`config.mk`:
```
export PLATFORM = sky130hd
export DESIGN_NAME = regfile_cmd_master
export DESIGN_NICKNAME = d
export VERILOG_FILES = /design/src/rtl/regfile_pkg.sv /design/src/rtl/regfile_cmd_master.sv
export SDC_FILE = /design/constraint.sdc
export NUM_CORES = 1
export LEC_CHECK = 0
export CORE_MARGIN = 2
export CORE_UTILIZATION = 45
export CTS_CLUSTER_SIZE = 25
export DETAILED_ROUTE_END_ITERATION = 7
export PLACE_DENSITY = 0.92
export SLEW_MARGIN = 10
export SYNTH_ARGS = -nofsm -noshare
export SYNTH_HDL_FRONTEND = slang
export SYNTH_SLANG_ARGS = --single-unit
```
`constraint.sdc`:
```
create_clock -name clk -period 2.05 [get_ports clk]
set_clock_uncertainty 0.05 [all_clocks]
set_input_delay 0.41 -clock clk [delete_from_list [all_inputs] [get_ports clk]]
set_output_delay 0.41 -clock clk [all_outputs]
set_load 0.01 [all_outputs]
```
`src/rtl/regfile_pkg.sv`:
```
// Shared definitions for the register-file command master: widths, opcodes, FSM states.
package regfile_pkg;

   localparam int DATA_W_DEF = 16;
   localparam int ADDR_W_DEF = 4;

   typedef enum logic [1:0] {
      OP_WRITE = 2'd0,
      OP_READ  = 2'd1,
      OP_MOVE  = 2'd2,
      OP_ADD   = 2'd3
   } op_t;

   typedef enum logic [1:0] {
      ST_IDLE = 2'd0,
      ST_EXEC = 2'd1,
      ST_WB   = 2'd2,
      ST_RESP = 2'd3
   } state_t;

endpackage

```
`src/rtl/regfile_cmd_master.sv`:
```
// Command-driven initiator for a combinational-read register file: one command in flight,
// write enable pulses for one clock per writing command, result returned over valid/ready.
module regfile_cmd_master
   import regfile_pkg::*;
#(
   parameter int DATA_W = DATA_W_DEF,
   parameter int ADDR_W = ADDR_W_DEF
) (
   input  logic              clk,
   input  logic              rst,
   input  logic              cmd_valid,
   output logic              cmd_ready,
   input  logic [1:0]        cmd_op,
   input  logic [ADDR_W-1:0] cmd_rd,
   input  logic [ADDR_W-1:0] cmd_rs1,
   input  logic [ADDR_W-1:0] cmd_rs2,
   input  logic [DATA_W-1:0] cmd_imm,
   output logic              rsp_valid,
   input  logic              rsp_ready,
   output logic [DATA_W-1:0] rsp_data,
   output logic [ADDR_W-1:0] rf_readaddr1,
   output logic [ADDR_W-1:0] rf_readaddr2,
   input  logic [DATA_W-1:0] rf_readdata1,
   input  logic [DATA_W-1:0] rf_readdata2,
   output logic [ADDR_W-1:0] rf_writeaddr,
   output logic [DATA_W-1:0] rf_writedata,
   output logic              rf_w_en
);

   state_t            state_q;
   state_t            state_d;
   op_t               op_q;
   logic [ADDR_W-1:0] rd_q;
   logic [ADDR_W-1:0] rs1_q;
   logic [ADDR_W-1:0] rs2_q;
   logic [DATA_W-1:0] imm_q;
   logic [DATA_W-1:0] res_q;
   logic [DATA_W-1:0] result_s;

   // State register.
   always_ff @(posedge clk or negedge rst) begin
      if (!rst) begin
         state_q <= ST_IDLE;
      end else begin
         state_q <= state_d;
      end
   end

   // Next-state and control decode; all outputs come straight from the state register.
   always_comb begin
      state_d   = state_q;
      cmd_ready = 1'b0;
      rsp_valid = 1'b0;
      rf_w_en   = 1'b0;
      case (state_q)
         ST_IDLE: begin
            cmd_ready = 1'b1;
            if (cmd_valid) begin
               state_d = ST_EXEC;
            end else begin
               state_d = ST_IDLE;
            end
         end
         ST_EXEC: begin
            if (op_q == OP_READ) begin
               state_d = ST_RESP;
            end else begin
               state_d = ST_WB;
            end
         end
         ST_WB: begin
            rf_w_en = 1'b1;
            state_d = ST_RESP;
         end
         ST_RESP: begin
            rsp_valid = 1'b1;
            if (rsp_ready) begin
               state_d = ST_IDLE;
            end else begin
               state_d = ST_RESP;
            end
         end
         default: begin
            state_d = ST_IDLE;
         end
      endcase
   end

   // Result of the captured command; ADD wraps because the sum is truncated to DATA_W.
   always_comb begin
      result_s = imm_q;
      case (op_q)
         OP_WRITE: result_s = imm_q;
         OP_READ:  result_s = rf_readdata1;
         OP_MOVE:  result_s = rf_readdata1;
         OP_ADD:   result_s = DATA_W'(rf_readdata1 + rf_readdata2);
         default:  result_s = imm_q;
      endcase
   end

   // Command capture in IDLE and result capture in EXEC (sources read before any write-back).
   always_ff @(posedge clk or negedge rst) begin
      if (!rst) begin
         op_q  <= OP_WRITE;
         rd_q  <= '0;
         rs1_q <= '0;
         rs2_q <= '0;
         imm_q <= '0;
         res_q <= '0;
      end else begin
         if ((state_q == ST_IDLE) && cmd_valid) begin
            op_q  <= op_t'(cmd_op);
            rd_q  <= cmd_rd;
            rs1_q <= cmd_rs1;
            rs2_q <= cmd_rs2;
            imm_q <= cmd_imm;
         end
         if (state_q == ST_EXEC) begin
            res_q <= result_s;
         end
      end
   end

   assign rf_readaddr1 = rs1_q;
   assign rf_readaddr2 = rs2_q;
   assign rf_writeaddr = rd_q;
   assign rf_writedata = res_q;
   assign rsp_data     = res_q;

endmodule

```
==> flow_metrics.tcl, run 1 <==
set metrics [dict create \
    outcome "finished, final reports clean" \
    ir_drop_mv 0.764 \
    cts-root-buf "clkbuf_8" \
    synth_fa_ha_area_share_pct 7.95 \
    place.gp.congestion 0.904 \
    synth-simple-area-share_pct 11.2 \
    rsz0062_at_grt "true" \
    numCtsBuffers 5 \
    reg2regPathDepth 7 \
    setup_tns_ns 0 \
    cts_hold_buf 0 \
    drt_wl_total_um 9210 \
    r2r_end "rf_writedata[5]" \
    max_slew_margin_pct 58.1 \
    worstPathArrival_ns 2.15 \
    die_y_um 86.8 \
    final_nets 538 \
    min_period_ns 1.96 \
    synthArstFlopShare_pct 100 \
    ys_types 52 \
    ys.flop_type "dfrtp_1" \
    hp-class "in -> async" \
    clock_latency_ns 0.30 \
    row_count 30 \
    finalMaxSlewViolations 0 \
    cap_violations 0 \
    grt_pass1_wl_um 14900 \
    grt_pass1_vias 3180 \
    synthMuxAreaShare_pct 12.0 \
    synth_top_family_by_area "compound AO/OA/AOI/OAI gates" \
    syn2layout_area_growth_pct 56.1 \
    grt_start_max_net_pins 28 \
    first_pass_iters 4 \
    viasPerCell 5.64 \
    reg2reg_from "op_q[0]" \
    r2r_slack_ns 0.17 \
    avgSynthCellArea_um2 9.99 \
    required_ns 2.23 \
    cellPowerDensity_nw_per_um2 1160 \
    drt_iter0_markers 251 \
    synth_enable_flop_cells 0 \
    instances_no_fill 533 \
    wl_per_cell_um 17.3 \
    dpl.cell_count 522 \
    start_util_pct 45.9 \
    end_kind "flip-flop" \
    chipWidth_um 86.8 \
    antenna_found_initial 0 \
    leakage_nw 2.08 \
    core_um2 6720 \
    cts_sinks 48 \
    finalCritPeriodShare_pct 95.8 \
    io_pins 113 \
    num_antenna_cells 0 \
    drcViolationCount 0 \
    yosysSeqAreaShare_pct 38.9 \
    cts_max_level 2 \
    netlist_instances 309 \
    grt_usage_pct 25.3 \
    ys_ff_latch 48 \
    dr_total_vias 3007 \
    clk_pin_slew_ns 0.09 \
    most-common-layout-cells "83 x clkdlybuf4s50_1, 52 x buf_4, 46 x dfrtp_1" \
    crit_type "in -> reg" \
    setup_viol_count_final 0 \
    yosysWarnings 0 \
    fmax_mhz 509 \
    crit_fanout 3 \
    dp_hpwl_um 7030 \
    die_area_um2 7540 \
    final_common_cell "clkdlybuf4s50_1" \
    drive_gt1_share_pct 30.0 \
    cts.path.max_buffers 2 \
    synth_area_um2 3090 \
    portBuffers 112 \
    grt-ovfl-total 0 \
    syn_nets 394 \
    synth_compound_area_share_pct 20.1 \
    ant_nets 0 \
    hold_viol_final 0 \
    worstSetupStartpointType "input pin" \
    cts_tree "built" \
    n_fill_cell 478 \
    post_synth_xor_area_fraction_pct 2.55 \
    worst_pin_slew_ns 0.628 \
]
-- stage by stage --
stage | power, mW | utilization (%) | setup slack [ns] | instance area [µm²] | hold slack, ns
after floorplan | 3.49 | - | -0.00435 | 3100 | 0.0644
after global placement | 4.82 | 67.7 | -0.615 | 4550 | 0.408
after detailed placement | 4.94 | 67.7 | -0.624 | 4550 | 0.407
after CTS | 5.59 | 71.5 | 0.00482 | 4800 | 0.0712
after global routing | 5.97 | 71.7 | -0.00800 | 4820 | 0.106
final | 5.60 | 71.7 | 0.0863 | 4820 | 0.0587
-- registers in the layout, summed over array words and instances (netlist names) --
register / cells
rf_readaddr1: 4
rf_writedata: 16
imm_q: 16
op_q: 2
state_q: 2
rf_readaddr2: 4
rf_writeaddr: 4
-- repair_timing --
action / in CTS / in global routing
gates resized for setup: 46 / 31
endpoints found under the setup margin: 13 / 10
pin swaps: 21 / 17
buffers inserted: 3 / 1
-- cells by family after synthesis --
| group | count (synthesis) |
|---|---|
| buffers and inverters | 41 |
| AOI/OAI and AO/OA | 88 |
| xor gates and xnor gates | 9 |
| and+or+nand+nor | 71 |
| adders and majority gates | 19 |
| muxes | 33 |
| DFF | 48 |
-- worst max path at each step --
stage	startpoint	endpoint	slack (ns)	depth (start not counted)
after floorplan	rf_readdata1[0]	rf_writedata[12]	-0.004	9
after global placement	rf_readdata1[11]	rf_writedata[14]	-0.61	8
after detailed placement	rf_readdata1[0]	rf_writedata[12]	-0.62	10
after CTS	rf_readdata1[1]	rf_writedata[12]	0.005	9
after global routing	rf_readdata1[5]	rf_writedata[15]	-0.008	8
final	rf_readdata1[5]	rf_writedata[12]	0.09	9
-- critical path, cell delays in order --
cell           delay, ns
dlygate4sd2_1       0.25
ha_1                0.29
o21a_1              0.20
buf_4               0.13
o21a_1              0.21
o32ai_4             0.17
nor2_2              0.08
mux2_4              0.30
a21oi_2             0.12
-- Yosys cell counts, types with 2 or more instances --
cell type / number / share of area, %
a211oi_1: 2 / 0.49
xnor2_1: 8 / 2.3
buf_2: 5 / 0.81
a21oi_1: 18 / 2.9
a31oi_1: 2 / 0.41
a221o_1: 4 / 1.3
mux2_2: 28 / 10
nand2b_1: 2 / 0.41
ha_1: 18 / 7.3
a221oi_1: 8 / 2.3
buf_4: 16 / 3.9
o21a_1: 7 / 1.7
a21o_1: 4 / 0.97
and3_1: 3 / 0.61
dfrtp_1: 48 / 39
o22ai_1: 3 / 0.61
o21ai_0: 22 / 3.6
nor3_1: 8 / 1.3
nand3_1: 3 / 0.49
nand4_1: 3 / 0.61
o211ai_1: 4 / 0.97
nand2_1: 21 / 2.6
inv_1: 11 / 1.3
nor2_1: 17 / 2.1
mux2i_1: 3 / 0.97
or3_1: 3 / 0.61
and2_1: 2 / 0.41
clkbuf_1: 8 / 0.97
nor2b_1: 5 / 1.0
-- report_power, final --
group          internal [mW]  leakage [nW]  switching (mW)
sequential              1.43         0.570           0.352
clock                  0.270        0.0473           0.325
combinational           1.78          1.46            1.44
total                   3.48          2.08            2.12
-- layer usage --
layer,GRT usage [%],vias to the layer above,part of all wire [%]
li1,-,1412,-
met1,31.5,1425,40
met2,43.2,147,50
met3,4.48,23,6.8
met4,10.4,0,2.7
met5,0,-,0
-- layout make-up --
type	count	area [µm²]	share of cell area, %
clock inverter	1	8.76	0.182
multi-input combinational	220	1880	38.9
clock buffer	6	82.6	1.71
tap	80	100	2.08
inverter	11	41.3	0.857
sequential	48	1200	25.0
timing repair buffer	167	1510	31.2
Note: power is estimated with default switching activity, not from simulation.
==> run 2: changes to the inputs <==
ABC_AREA = 1   (was default)
CORE_UTILIZATION = 47   (was 45)
PLACE_DENSITY = 0.93   (was 0.92)
==> run 2 against run 1 <==
Effect of this change: non-clock buffer count decreased by 29; combinational power increased by 5%; final area about the same.
==> flow_metrics.tcl, run 2 <==
set metrics [dict create \
    required_ns 2.19 \
    chipWidth_um 88.8 \
    io_pins 113 \
    synth.most_common_cell "nand2_1" \
    min_period_ns 1.95 \
    dp_hpwl_um 7050 \
    multi_input_area_um2 1870 \
    grt_pass1_wl_um 14500 \
    hp-class "in -> async" \
    fmax_mhz 513 \
    worstSetupStartpointType "input pin" \
    drt_iter0_markers 215 \
    row_count 30 \
    ys_ff_latch 48 \
    outcome "finished, final reports clean" \
    cts_max_level 2 \
    synthArstFlopShare_pct 100 \
    cts.path.max_buffers 2 \
    synth_common_cells "126 x nand2_1, 48 x dfrtp_1, 46 x inv_1" \
    seqCellArea_um2 1200 \
    syn2layout_area_growth_pct 42.6 \
    grt_start_max_net_pins 34 \
    n_fill_cell 516 \
    die_area_um2 7890 \
    first_pass_iters 4 \
    cellPowerDensity_nw_per_um2 1190 \
    yosysSeqAreaShare_pct 35.5 \
    r2r_slack_ns 0.19 \
    final_common_cell "nand2_1" \
    cts_sinks 48 \
    max_slew_margin_pct 57.3 \
    yosys-top-cells-area "dfrtp_1 36%, nand2_1 14%, mux2_4 8.4%" \
    core_um2 6870 \
    dpl.cell_count 631 \
    yosysWarnings 0 \
    antenna_found_initial 0 \
    most-common-layout-cells "120 x nand2_1, 109 x clkdlybuf4s50_1, 48 x dfrtp_1" \
    viasPerCell 4.95 \
    die_y_um 88.8 \
    fin_hold_ws_ns 0.0479 \
    p_total_mw 5.73 \
    grt-ovfl-total 0 \
    clock_latency_ns 0.30 \
    yosysTopAreaCellShare_pct 35.5 \
    drive_gt1_share_pct 19.9 \
    grt_usage_pct 23.5 \
    clk_pin_slew_ns 0.08 \
    portBuffers 112 \
    drcViolationCount 0 \
    wl_per_cell_um 14.4 \
    ys.flop_type "dfrtp_1" \
    cts_tree "built" \
    cts-root-buf "clkbuf_8" \
    cap_violations 0 \
    netlist_instances 426 \
    grt_pass1_vias 3226 \
    hold_viol_final 0 \
    dpl_worst_slack_ns -0.437 \
    instances_no_fill 640 \
    cts_hold_buf 0 \
    ir_drop_mv 0.952 \
    start_util_pct 49.2 \
    leakage_nw 2.46 \
    final_nets 628 \
    numCtsBuffers 5 \
    worst_pin_slew_ns 0.641 \
    fin_ws_ns 0.0996 \
    setup_tns_ns 0 \
    synth.largest_area_cell "dfrtp_1" \
    finalCritPeriodShare_pct 95.1 \
    crit_type "in -> reg" \
    drt_wl_total_um 9200 \
    synth_enable_flop_cells 0 \
    synth_area_um2 3380 \
    crit_fanout 5 \
    end_kind "flip-flop" \
    num_antenna_cells 0 \
    place.gp.congestion 0.911 \
    avgSynthCellArea_um2 7.94 \
    syn_nets 511 \
    setup_viol_count_final 0 \
    ys_types 34 \
    finalMaxSlewViolations 0 \
    ant_nets 0 \
    worstPathArrival_ns 2.09 \
    dr_total_vias 3166 \
]
-- run 2: cell types whose count changed in the layout (fill, tap and decap cells not counted), moves of 13 or more --
cell,previous run,this run
nor2_1,16,35
mux2_4,1,19
buf_4,52,24
nand3_1,2,15
inv_1,10,44
clkdlybuf4s50_1,83,109
o21ai_0,21,8
mux2_2,28,6
a21oi_1,13,34
nand2_1,21,120
-- run 2: what timing repair did --
| item | CTS | global route |
|---|---|---|
| resized for setup | 5 | 25 |
| gates cloned | 0 | 0 |
| setup endpoints to repair | 3 | 13 |
| pin swaps | 0 | 2 |
| setup buffers | 1 | 0 |
-- run 2: per-layer routing --
metal  part of all wire [%]  global-route usage (%)  vias up
met1                     43                    28.0     1505
met4                   0.91                    7.16        0
met3                    3.8                    3.82        6
met5                      0                       0        -
met2                     53                    43.2       87
li1                       -                       -     1568
-- run 2: where the power goes --
part / internal (mW) / switching [mW] / total (mW)
Clock: 0.269 / 0.299 / 0.568
Sequential: 1.42 / 0.348 / 1.77
Combinational: 1.78 / 1.61 / 3.39
Total: 3.47 / 2.26 / 5.73
-- run 2: logic make-up after synthesis --
| family | share of synthesized area (%) |
|---|---|
| and+or+nand+nor | 26.2 |
| buffers and inverters | 12.5 |
| AOI/OAI and AO/OA | 7.81 |
| DFF | 35.5 |
| muxes | 10.4 |
| adders and majority gates | 7.25 |
| xor gates and xnor gates | 0.259 |
-- run 2: path summary, 6_finish.rpt --
path                                  from                to  depth (start not counted)
max                        rf_readdata1[5]  rf_writedata[11]                         12
min                                    rst         imm_q[12]                          1
max reg2reg                        op_q[0]   rf_writedata[2]                          6
min reg2reg                       imm_q[2]          imm_q[2]                          1
max in group asynchronous              rst   rf_writeaddr[2]                          2
min in group clk                  imm_q[2]          imm_q[2]                          1
-- run 2: through the flow --
step           instance area [µm²]  utilization, %
2_1_floorplan                 3380               -
3_3_place_gp                  4600            67.0
3_5_place_dp                  4600            67.0
4_1_cts                       4720            68.7
5_1_grt                       4820            70.2
6_report                      4820            70.2
-- run 2: worst max-delay path: stages --
cell,delay [ns]
clkdlybuf4s50_1,0.43
ha_1,0.36
nand2_1,0.14
inv_2,0.06
a21oi_2,0.17
nand2_4,0.08
nand2_1,0.08
nand3_1,0.07
nand3_1,0.09
nand2_1,0.08
nand2_1,0.07
nand2_1,0.05
-- run 2: final cells by class --
class	count	area share [%]
Multi-Input combinational cell	298	38.8
Timing Repair Buffer	138	27.8
Sequential cell	48	24.9
Inverter	52	4.05
Tap cell	96	2.49
Clock buffer	6	1.71
Clock inverter	2	0.208
==> run 3: changes to the inputs <==
CORE_UTILIZATION = 35   (was 47)
GPL_TIMING_DRIVEN = 1   (was default)
PLACE_DENSITY = 0.75   (was 0.93)
clock period = 2.35 ns   (was 2.05 ns; I/O delays follow)
==> run 3 against run 2 <==
Effect of this change: final cell count is 1.6% higher; via count shrank 5.3%; clock-buffer cell count up 1; clock power is 7.0% lower; core utilization shrank 21 points; die area rose by 33%; total power down 16%; sequential power shrank 13%.
==> flow_metrics.tcl, run 3 (synthesis results as in run 2) <==
set metrics [dict create \
    outcome "finished, final reports clean" \
    viasPerCell 4.61 \
    grt_pass1_wl_um 13800 \
    setup_viol_count_final 0 \
    leakage_nw 2.32 \
    cts-root-buf "clkbuf_8" \
    cts_sinks 48 \
    worstSetupStartpointType "input pin" \
    cp_cell_sequence "clkdlybuf4s50_1 > ha_1 > inv_1 > fa_1 > inv_1 > nand3_1 > nand3_1 > nand3_1 > nand3_1 > nand2_1 > nand3_1 > nand2_1 > nand2_1 > nand2_1" \
    clock_latency_ns 0.29 \
    wl_per_cell_um 13.0 \
    die_area_um2 10500 \
    cts_hold_buf 0 \
    grt_pass1_vias 3014 \
    cts_tree "built" \
    drive_gt1_share_pct 12.1 \
    io_pins 113 \
    postCtsResizedCells 0 \
    ir_drop_mv 0.811 \
    drt_iter0_markers 159 \
    hp-class "in -> async" \
    start_util_pct 36.2 \
    final_nets 606 \
    crit_type "in -> reg" \
    drcViolationCount 0 \
    place_area_um2 4470 \
    reg2regPathDepth 5 \
    cellPowerDensity_nw_per_um2 1060 \
    instances_no_fill 650 \
    dp_hpwl_um 6630 \
    hold_viol_final 0 \
    stdcell_area_um2 4570 \
    cts_max_level 2 \
    finalCritPeriodShare_pct 93.0 \
    drt_wl_total_um 8480 \
    grt_start_max_net_pins 49 \
    required_ns 2.49 \
    die_y_um 102 \
    final_common_cell "nand2_1" \
    crit_top_cell "nand3_1" \
    place.gp.congestion 0.804 \
    postCtsSetupBuffers 0 \
    end_kind "flip-flop" \
    finalMaxSlewViolations 0 \
    worstPathArrival_ns 2.33 \
    syn2layout_area_growth_pct 35.2 \
    fmax_mhz 458 \
    max_slew_margin_pct 62.4 \
    utilization_pct 49.0 \
    p_total_mw 4.84 \
    numCtsBuffers 5 \
    grt-ovfl-total 0 \
    clk_pin_slew_ns 0.08 \
    slowest_stage "clkdlybuf4s50_1" \
    min_period_ns 2.18 \
    first_pass_iters 4 \
    grt_usage_pct 16.5 \
    rsz0062_at_grt "false" \
    cts.path.max_buffers 2 \
    ant_nets 0 \
    core_um2 9330 \
    cp_slowest_stage_delay_ns 0.48 \
    row_count 35 \
    antenna_found_initial 0 \
    cap_violations 0 \
    most-common-layout-cells "126 x nand2_1, 111 x clkdlybuf4s50_1, 48 x dfrtp_1" \
    dpl.cell_count 643 \
    num_antenna_cells 0 \
    setup_tns_ns 0 \
    portBuffers 112 \
    worst_pin_slew_ns 0.563 \
    crit_fanout 4 \
    chipWidth_um 102 \
    dr_total_vias 2998 \
]
run 3: layer usage:
metal,wire length [µm],global-route usage [%],up-vias,share of wire (%)
met5,0,0,-,0
met4,53,4.31,0,0.63
met3,454,3.35,6,5.4
met2,4320,29.2,70,51
met1,3650,20.5,1399,43
li1,-,-,1523,-
run 3: cell type report:
type,instances,area (µm²)
Timing Repair Buffer,116,1160
Multi-Input combinational cell,298,1760
Tap cell,129,161
Inverter,52,195
Fill cell,887,4760
Sequential cell,48,1200
Clock buffer,7,96.3
run 3: worst paths after layout:
| kind | slack, ns | startpoint | to |
|---|---|---|---|
| setup / recovery | 0.17 | rf_readdata1[0] | rf_writedata[12] |
| hold / removal | 0.1 | rst | rf_writeaddr[1] |
| setup reg to reg | 0.57 | op_q[1] | rf_writedata[4] |
| hold reg to reg | 0.46 | imm_q[9] | imm_q[9] |
| max in group asynchronous | 1.93 | rst | rf_writedata[5] |
| min in group clk | 0.46 | imm_q[9] | imm_q[9] |
run 3: worst max-delay path, delay by kind of cell:
family,cells,cell delay [ns]
buf+inv,3,0.64
fa+ha+maj,2,0.52
simple gates,9,0.67
run 3: where the power goes:
group	switching, mW	internal [mW]
Clock	0.266	0.263
Combinational	1.30	1.47
Sequential	0.299	1.24
Total	1.86	2.98
run 3: stage by stage:
step           hold slack [ns]  setup WS (ns)
2_1_floorplan            0.124          0.518
3_3_place_gp             0.422         -0.118
3_5_place_dp             0.426         -0.169
4_1_cts                 0.0969          0.157
5_1_grt                  0.104         0.0165
6_report                0.0974          0.165
